<file path="src/rtl/ym_bus_sched_if.sv">
// ym_bus_sched_if: groups the CPU port-decoder, aux requester and PSG bus
// signals of the ym2149 TurboSound scheduler.
//   slave  : scheduler side (ym_bus_sched)
//   master : environment side (CPU decoder, aux requester, chip pins)
`timescale 1ns/1ps
interface ym_bus_sched_if;
    logic       cpu_addr_wr;
    logic       cpu_data_wr;
    logic       cpu_rd;
    logic [7:0] cpu_di;
    logic [7:0] cpu_do;
    logic       cpu_wait;
    logic       aux_req;
    logic [3:0] aux_reg;
    logic [7:0] aux_data;
    logic       aux_chip;
    logic       aux_ack;
    logic [1:0] psg_bdir;
    logic [1:0] psg_bc;
    logic [7:0] psg_di;
    logic [7:0] psg_do0;
    logic [7:0] psg_do1;
    logic       chip_sel;

    modport slave (
        input  cpu_addr_wr, cpu_data_wr, cpu_rd, cpu_di,
        input  aux_req, aux_reg, aux_data, aux_chip,
        input  psg_do0, psg_do1,
        output cpu_do, cpu_wait, aux_ack, psg_bdir, psg_bc, psg_di, chip_sel
    );

    modport master (
        output cpu_addr_wr, cpu_data_wr, cpu_rd, cpu_di,
        output aux_req, aux_reg, aux_data, aux_chip,
        output psg_do0, psg_do1,
        input  cpu_do, cpu_wait, aux_ack, psg_bdir, psg_bc, psg_di, chip_sel
    );
endinterface

</file>
<file path="src/rtl/ym_bus_sched.sv">
// ym_bus_sched: drives BDIR/BC/DI of two ym2149 chips, sharing them between
// the Z80 port decoder (absolute priority) and an aux register writer.
// An aux write runs address, data, then re-latches the CPU's last address
// so the CPU never sees the intrusion.
// Ports:
//   CLK, RESET : clock, synchronous active-high reset
//   bus        : ym_bus_sched_if.slave (CPU strobes/data, aux req/ack,
//                per-chip BDIR/BC, shared DI, chip DO inputs, chip_sel)
`timescale 1ns/1ps
module ym_bus_sched #(
    parameter bit TS_ENABLE = 1'b1
) (
    input logic           CLK,
    input logic           RESET,
    ym_bus_sched_if.slave bus
);
    typedef enum logic [2:0] {
        S_IDLE, S_AUX_ADDR, S_AUX_DATA, S_RESTORE, S_DEFER, S_ACK
    } state_t;

    state_t          r_state, w_state_nxt;
    logic            r_chip_sel;
    logic [1:0][7:0] r_shadow;
    logic            r_pending;
    logic [7:0]      r_pend_data;
    logic            r_pend_chip;

    logic       w_bdir, w_bc, w_tgt, w_wait, w_adv;
    logic [7:0] w_di;
    logic       w_shadow_we, w_pend_set, w_pend_clr;

    // FE/FF select a chip instead of reaching the bus
    wire w_ts_sel  = TS_ENABLE && bus.cpu_addr_wr && (bus.cpu_di[7:1] == 7'h7F);
    wire w_cpu_aw  = bus.cpu_addr_wr && !w_ts_sel;
    wire w_cpu_dw  = bus.cpu_data_wr && !bus.cpu_addr_wr;
    // CPU chip's latch currently holds aux_reg, not the CPU's address
    wire w_dirty   = ((r_state == S_AUX_DATA) || (r_state == S_RESTORE)) &&
                     (bus.aux_chip == r_chip_sel);
    wire w_rd_wait = bus.cpu_rd && w_dirty;

    always_ff @(posedge CLK) begin
        if (RESET) begin
            r_state     <= S_IDLE;
            r_chip_sel  <= 1'b0;
            r_shadow    <= '0;
            r_pending   <= 1'b0;
            r_pend_data <= 8'h00;
            r_pend_chip <= 1'b0;
        end else begin
            r_state <= w_state_nxt;
            if (w_ts_sel)
                r_chip_sel <= ~bus.cpu_di[0];
            if (w_shadow_we)
                r_shadow[r_chip_sel] <= bus.cpu_di;
            if (w_pend_set) begin
                r_pending   <= 1'b1;
                r_pend_data <= bus.cpu_di;
                r_pend_chip <= r_chip_sel;
            end else if (w_pend_clr) begin
                r_pending <= 1'b0;
            end
        end
    end

    always_comb begin
        w_state_nxt = r_state;
        w_bdir      = 1'b0;
        w_bc        = 1'b0;
        w_tgt       = r_chip_sel;
        w_di        = 8'h00;
        w_wait      = 1'b0;
        w_adv       = 1'b0;
        w_shadow_we = 1'b0;
        w_pend_set  = 1'b0;
        w_pend_clr  = 1'b0;

        if (w_rd_wait) begin
            // stall the read and put the CPU address back first
            w_wait = 1'b1;
            w_bdir = 1'b1;
            w_bc   = 1'b1;
            w_tgt  = bus.aux_chip;
            w_di   = r_shadow[bus.aux_chip];
            if (r_state == S_RESTORE)
                w_state_nxt = r_pending ? S_DEFER : S_ACK;
            else
                w_state_nxt = S_AUX_ADDR;
        end else if (w_cpu_aw) begin
            w_bdir      = 1'b1;
            w_bc        = 1'b1;
            w_di        = bus.cpu_di;
            w_shadow_we = 1'b1;
            // CPU overwrote the aux chip's latch: aux must re-address,
            // and a pending restore is no longer needed
            if (bus.aux_chip == r_chip_sel) begin
                if (r_state == S_AUX_DATA)
                    w_state_nxt = S_AUX_ADDR;
                else if (r_state == S_RESTORE)
                    w_state_nxt = r_pending ? S_DEFER : S_ACK;
            end
        end else if (w_ts_sel) begin
            w_state_nxt = r_state;
        end else if (w_cpu_dw && !w_dirty) begin
            w_bdir = 1'b1;
            w_di   = bus.cpu_di;
        end else if (bus.cpu_rd) begin
            w_bc = 1'b1;
        end else begin
            w_adv      = 1'b1;
            // data write aimed at a dirty latch is deferred past the restore
            w_pend_set = w_cpu_dw && !r_pending;
            case (r_state)
                S_IDLE:     if (bus.aux_req) w_state_nxt = S_AUX_ADDR;
                S_AUX_ADDR: begin
                    w_bdir = 1'b1;
                    w_bc   = 1'b1;
                    w_tgt  = bus.aux_chip;
                    w_di   = {4'h0, bus.aux_reg};
                    w_state_nxt = S_AUX_DATA;
                end
                S_AUX_DATA: begin
                    w_bdir = 1'b1;
                    w_tgt  = bus.aux_chip;
                    w_di   = bus.aux_data;
                    w_state_nxt = S_RESTORE;
                end
                S_RESTORE: begin
                    w_bdir = 1'b1;
                    w_bc   = 1'b1;
                    w_tgt  = bus.aux_chip;
                    w_di   = r_shadow[bus.aux_chip];
                    w_state_nxt = (r_pending || w_pend_set) ? S_DEFER : S_ACK;
                end
                S_DEFER: begin
                    w_bdir     = 1'b1;
                    w_tgt      = r_pend_chip;
                    w_di       = r_pend_data;
                    w_pend_clr = 1'b1;
                    w_state_nxt = S_ACK;
                end
                S_ACK:   w_state_nxt = S_IDLE;
                default: w_state_nxt = S_IDLE;
            endcase
        end
    end

    for (genvar c = 0; c < 2; c++) begin : g_chip
        assign bus.psg_bdir[c] = !RESET && w_bdir && (w_tgt == 1'(c));
        assign bus.psg_bc[c]   = !RESET && w_bc   && (w_tgt == 1'(c));
    end

    // ack only when ACK actually retires, so a CPU stall cannot stretch it
    assign bus.aux_ack  = !RESET && w_adv && (r_state == S_ACK);
    assign bus.psg_di   = RESET ? 8'h00 : w_di;
    assign bus.cpu_wait = !RESET && w_wait;
    assign bus.cpu_do   = !bus.cpu_rd ? 8'hFF : (r_chip_sel ? bus.psg_do1 : bus.psg_do0);
    assign bus.chip_sel = r_chip_sel;
endmodule
</file>
<file path="src/flat_wrapper.sv">
// flat-port wrapper written by rule: the top's interface ports become plain ports
module ym_bus_sched_flat 
#(
    parameter bit TS_ENABLE = 1'b1
)
  (CLK, RESET, bus_cpu_addr_wr, bus_cpu_data_wr, bus_cpu_rd, bus_cpu_di, bus_aux_req, bus_aux_reg, bus_aux_data, bus_aux_chip, bus_psg_do0, bus_psg_do1, bus_cpu_do, bus_cpu_wait, bus_aux_ack, bus_psg_bdir, bus_psg_bc, bus_psg_di, bus_chip_sel);
  ym_bus_sched_if bus_i ();
  input logic CLK;
  input logic RESET;
  input wire logic [$bits(bus_i.cpu_addr_wr)-1:0] bus_cpu_addr_wr;
  input wire logic [$bits(bus_i.cpu_data_wr)-1:0] bus_cpu_data_wr;
  input wire logic [$bits(bus_i.cpu_rd)-1:0] bus_cpu_rd;
  input wire logic [$bits(bus_i.cpu_di)-1:0] bus_cpu_di;
  input wire logic [$bits(bus_i.aux_req)-1:0] bus_aux_req;
  input wire logic [$bits(bus_i.aux_reg)-1:0] bus_aux_reg;
  input wire logic [$bits(bus_i.aux_data)-1:0] bus_aux_data;
  input wire logic [$bits(bus_i.aux_chip)-1:0] bus_aux_chip;
  input wire logic [$bits(bus_i.psg_do0)-1:0] bus_psg_do0;
  input wire logic [$bits(bus_i.psg_do1)-1:0] bus_psg_do1;
  output wire logic [$bits(bus_i.cpu_do)-1:0] bus_cpu_do;
  output wire logic [$bits(bus_i.cpu_wait)-1:0] bus_cpu_wait;
  output wire logic [$bits(bus_i.aux_ack)-1:0] bus_aux_ack;
  output wire logic [$bits(bus_i.psg_bdir)-1:0] bus_psg_bdir;
  output wire logic [$bits(bus_i.psg_bc)-1:0] bus_psg_bc;
  output wire logic [$bits(bus_i.psg_di)-1:0] bus_psg_di;
  output wire logic [$bits(bus_i.chip_sel)-1:0] bus_chip_sel;
  assign bus_i.cpu_addr_wr = bus_cpu_addr_wr;
  assign bus_i.cpu_data_wr = bus_cpu_data_wr;
  assign bus_i.cpu_rd = bus_cpu_rd;
  assign bus_i.cpu_di = bus_cpu_di;
  assign bus_i.aux_req = bus_aux_req;
  assign bus_i.aux_reg = bus_aux_reg;
  assign bus_i.aux_data = bus_aux_data;
  assign bus_i.aux_chip = bus_aux_chip;
  assign bus_i.psg_do0 = bus_psg_do0;
  assign bus_i.psg_do1 = bus_psg_do1;
  assign bus_cpu_do = bus_i.cpu_do;
  assign bus_cpu_wait = bus_i.cpu_wait;
  assign bus_aux_ack = bus_i.aux_ack;
  assign bus_psg_bdir = bus_i.psg_bdir;
  assign bus_psg_bc = bus_i.psg_bc;
  assign bus_psg_di = bus_i.psg_di;
  assign bus_chip_sel = bus_i.chip_sel;
  ym_bus_sched #(.TS_ENABLE(TS_ENABLE)) u_core (.CLK(CLK), .RESET(RESET), .bus(bus_i));
endmodule
</file>
<file path="config.mk">
export PLATFORM = sky130hd
export DESIGN_NAME = ym_bus_sched_flat
export DESIGN_NICKNAME = d
export VERILOG_FILES = /design/src/rtl/ym_bus_sched_if.sv /design/src/rtl/ym_bus_sched.sv /design/src/flat_wrapper.sv
export SDC_FILE = /design/constraint.sdc
export NUM_CORES = 1
export LEC_CHECK = 0
export CORE_MARGIN = 4
export CORE_UTILIZATION = 47
export DETAILED_ROUTE_END_ITERATION = 7
export GPL_ROUTABILITY_DRIVEN = 0
export PLACE_DENSITY = 0.78
export SLEW_MARGIN = 30
export SYNTH_ARGS = -nofsm -noshare
export SYNTH_HDL_FRONTEND = slang
export SYNTH_SLANG_ARGS = --single-unit
</file>
<file path="constraint.sdc">
create_clock -name CLK -period 2.55 [get_ports CLK]
set_clock_uncertainty 0.1 [all_clocks]
set_input_delay 0.51 -clock CLK [delete_from_list [all_inputs] [get_ports CLK]]
set_output_delay 0.51 -clock CLK [all_outputs]
set_load 0.005 [all_outputs]
</file>
==> results.md <==
* Final setup violation count at 12
* Largest net degree at the start of global routing at 21
* Final HPWL DP at ~5400 µm
* WP data arrival at around 2.2 ns
* Post-route non-filler standard cell count at between 400 and 500
* Max cap viols at 0
* Initial antenna violation count at 0
* Synth cell types at 50
* Most frequent CP cell: buf_6
* Synth warnings at 0
* Cells along the critical path: and2b_2 -> buf_6 -> a21boi_4 -> buf_6 -> nor4_4 -> buf_4 -> a221oi_2 -> a2111oi_2 -> buf_2
* Async S/R FF share, synth at 0%
* Clock Pin Slew Worst Setup and Hold Paths at ~0.07 ns
* CP bufs+invs at 4
* First-pass GRT wire length at 13880 µm
* CP endpoint kind: output port
* DRT antenna net count at 0
* FF+latch count, synth at 30
* CTS tree: built
* Synth Instances at 247
* Synth Cell Area at 0.002077 mm²
* Final hold slack at 0.4006 ns
* Nets at 420
* Root buffer cell: clkbuf_8
* Site Rows at 23
* Setup crit start kind: flip-flop
* DP Cell Count at 406
* Worst-margin pin slew at 0.3824 ns
* Failing checks: setup timing
* Clock Path Buffers at 2
* Post-synth EDFFs at 0
* CP required at 1.94 ns
* WL final at 9672 µm
* Clock sink count at 30
* Final Hold Fails at 0
* Top_reg_cell synth: dfxtp_1
* Die extent in x at 74.48 µm
* Post-synth net total at 290
* Post-synth top area cell: dfxtp_1
* DP Area at 0.003212 mm²
* Largest stage delay, worst path at roughly 0.32 ns
* Power density cells at 350.7 mW/mm²
* H-tree Lvls at 2
* Leak at 1.610 nW
* Die height at between 70 and 80 µm
* Drt drc at 0
* Full die area at 0.005547 mm²
* GRT overflow at 0
* Slew headroom at 74.27%
* WL per Instance at ~23 µm
* Average size of a mapped cell at 8.409 µm²
* Total GRT Usage at 33.53%
* Setup ws final at -0.2395 ns
* FILL cells at roughly 210
* TritonCTS buffer count at 5
* Hold Crit Class: reg -> reg
* Crit path max-delay family: buffers and inverters
* # IOs at 66
* Register area share after synthesis at 28.92%
* Final period util at 109.4%
* Top-area cell type share of the netlist area at 28.92%
* Worst vdd ir at 0.3822 mV
* Share of cells above drive strength 1 at 37.83%
* Initial Util at 50.12%
* CP max FO at 3
* Max frequency at 358.5 MHz
* Top-count cell post-synth: nor2_1
* Post-CTS Hold Fix Bufs at 0
* Top area cells in the synthesized netlist: dfxtp_1 29%, mux2i_1 20%, nor2_1 8.1%
* CP max-delay cell: dfxtp_2
* Via density at 6.446
* Vias at 2759
* Core ar. at around 0.0041 mm²
* Ant. Diodes at 0
* Vias in the first global route at ~2.7k
* DR pass1 iterations at 5
* Worst skew pair latency at 0.29 ns
* Final slew viol count at 0
* Unrepaired setup endpoints after global routing: yes
* # port buffers at 65
* Status: finished, violations left
* Post-route cell area at about 0.0036 mm²
* CP Class: reg -> out
* Syn-to-layout area delta at 73.98%
* DR iter-0 viols at 375
* Period minus WS final at 2.789 ns
* Post-synth top cells: 45 x nor2_1, 42 x mux2i_1, 30 x dfxtp_1
-- state kept, by name, summed over array words and instances, names as in the netlist --
name,flops
u_core.r_state,3
u_core.bus.chip_sel,1
u_core.r_shadow,16
u_core.r_pending,1
u_core.r_pend_chip,1
u_core.r_pend_data,8
-- final timing paths --
kind,startpoint,endpoint,depth (start not counted),slack (ns)
max reg2reg,u_core.r_state[2]$_SDFFE_PP0P_,u_core.r_shadow[11]$_SDFFE_PP0P_,7,0.37
max,u_core.r_state[2]$_SDFFE_PP0P_,bus_psg_di[1],9,-0.24
min,u_core.r_shadow[5]$_SDFFE_PP0P_,u_core.r_shadow[5]$_SDFFE_PP0P_,2,0.40
min reg2reg,u_core.r_shadow[5]$_SDFFE_PP0P_,u_core.r_shadow[5]$_SDFFE_PP0P_,2,0.40
-- routing by layer --
layer  vias up  GRT usage (%)  routed length, µm
met5         -              0                  0
met3        65          8.514                832
met2       209          54.15               4558
li1       1190              -                  -
met4         0          22.53                665
met1      1295          38.92               3617
-- logic make-up (layout without fill, tap and decap cells) --
kind of cell | Yosys count | in the layout | share of synthesized area, %
XOR/XNOR | 2 | 2 | 1.747
buffers and inverters | 25 | 156 | 5.904
flip-flops | 30 | 30 | 28.92
AO/OA/AOI/OAI | 59 | 59 | 21.57
AND/OR/NAND/NOR | 88 | 88 | 21.09
multiplexers | 43 | 43 | 20.78
-- area by class of cell --
| class | instances | area, µm² | area share [%] |
|---|---|---|---|
| Sequential cell | 30 | 604.3 | 16.72 |
| Tap cell | 50 | 62.56 | 1.731 |
| Clock buffer | 6 | 82.58 | 2.285 |
| Inverter | 3 | 11.26 | 0.3116 |
| Multi-Input combinational cell | 192 | 1568 | 43.39 |
| Timing Repair Buffer | 145 | 1272 | 35.21 |
| Clock inverter | 2 | 12.51 | 0.3463 |
-- placed cells by master, fill, tap and decap left out, drive strengths merged, types with 4 or more instances in the layout --
cell	instances
a22oi	8
a21oi	9
o22ai	7
a2111oi	7
mux2i	42
buf	90
dfxtp	30
dlygate4sd2	10
clkbuf	7
clkdlybuf4s50	40
nor4	4
nor2	45
a221oi	9
nor3	8
nand2	13
-- report_power, final --
group / switching (mW) / internal [mW] / leakage [nW]
Sequential: 0.00586 / 0.477 / 0.245
Combinational: 0.174 / 0.194 / 1.32
Clock: 0.199 / 0.217 / 0.0472
-- what timing repair did --
| action | 4_1_cts | 5_1_grt |
|---|---|---|
| resized for setup | 94 | 23 |
| pin swaps | 19 | 5 |
| setup endpoints to repair | 14 | 13 |
| cloned | 0 | 1 |
| hold endpoints to repair | 0 | 0 |
| setup buffers | 11 | 2 |
-- through the flow --
step	util [%]	TNS [ns]	worst slack, ns	total power, mW
after floorplan	-	0	0.07369	0.6018
after global placement	77.51	-12.26	-0.9306	0.7876
after detailed placement	77.51	-12.99	-0.9768	0.7931
after CTS	84.69	-1.695	-0.2018	1.224
after global routing	87.20	-2.717	-0.3247	1.303
final	87.20	-1.832	-0.2395	1.267
-- worst register-to-register path: stages (launching register included) --
cell     delay (ns)
dfxtp_2        0.33
and2b_2        0.25
and3_2         0.34
buf_4          0.20
or3b_1         0.38
buf_4          0.21
mux2i_1        0.18
nor2_1         0.07
(Power assumes the default switching activity.)
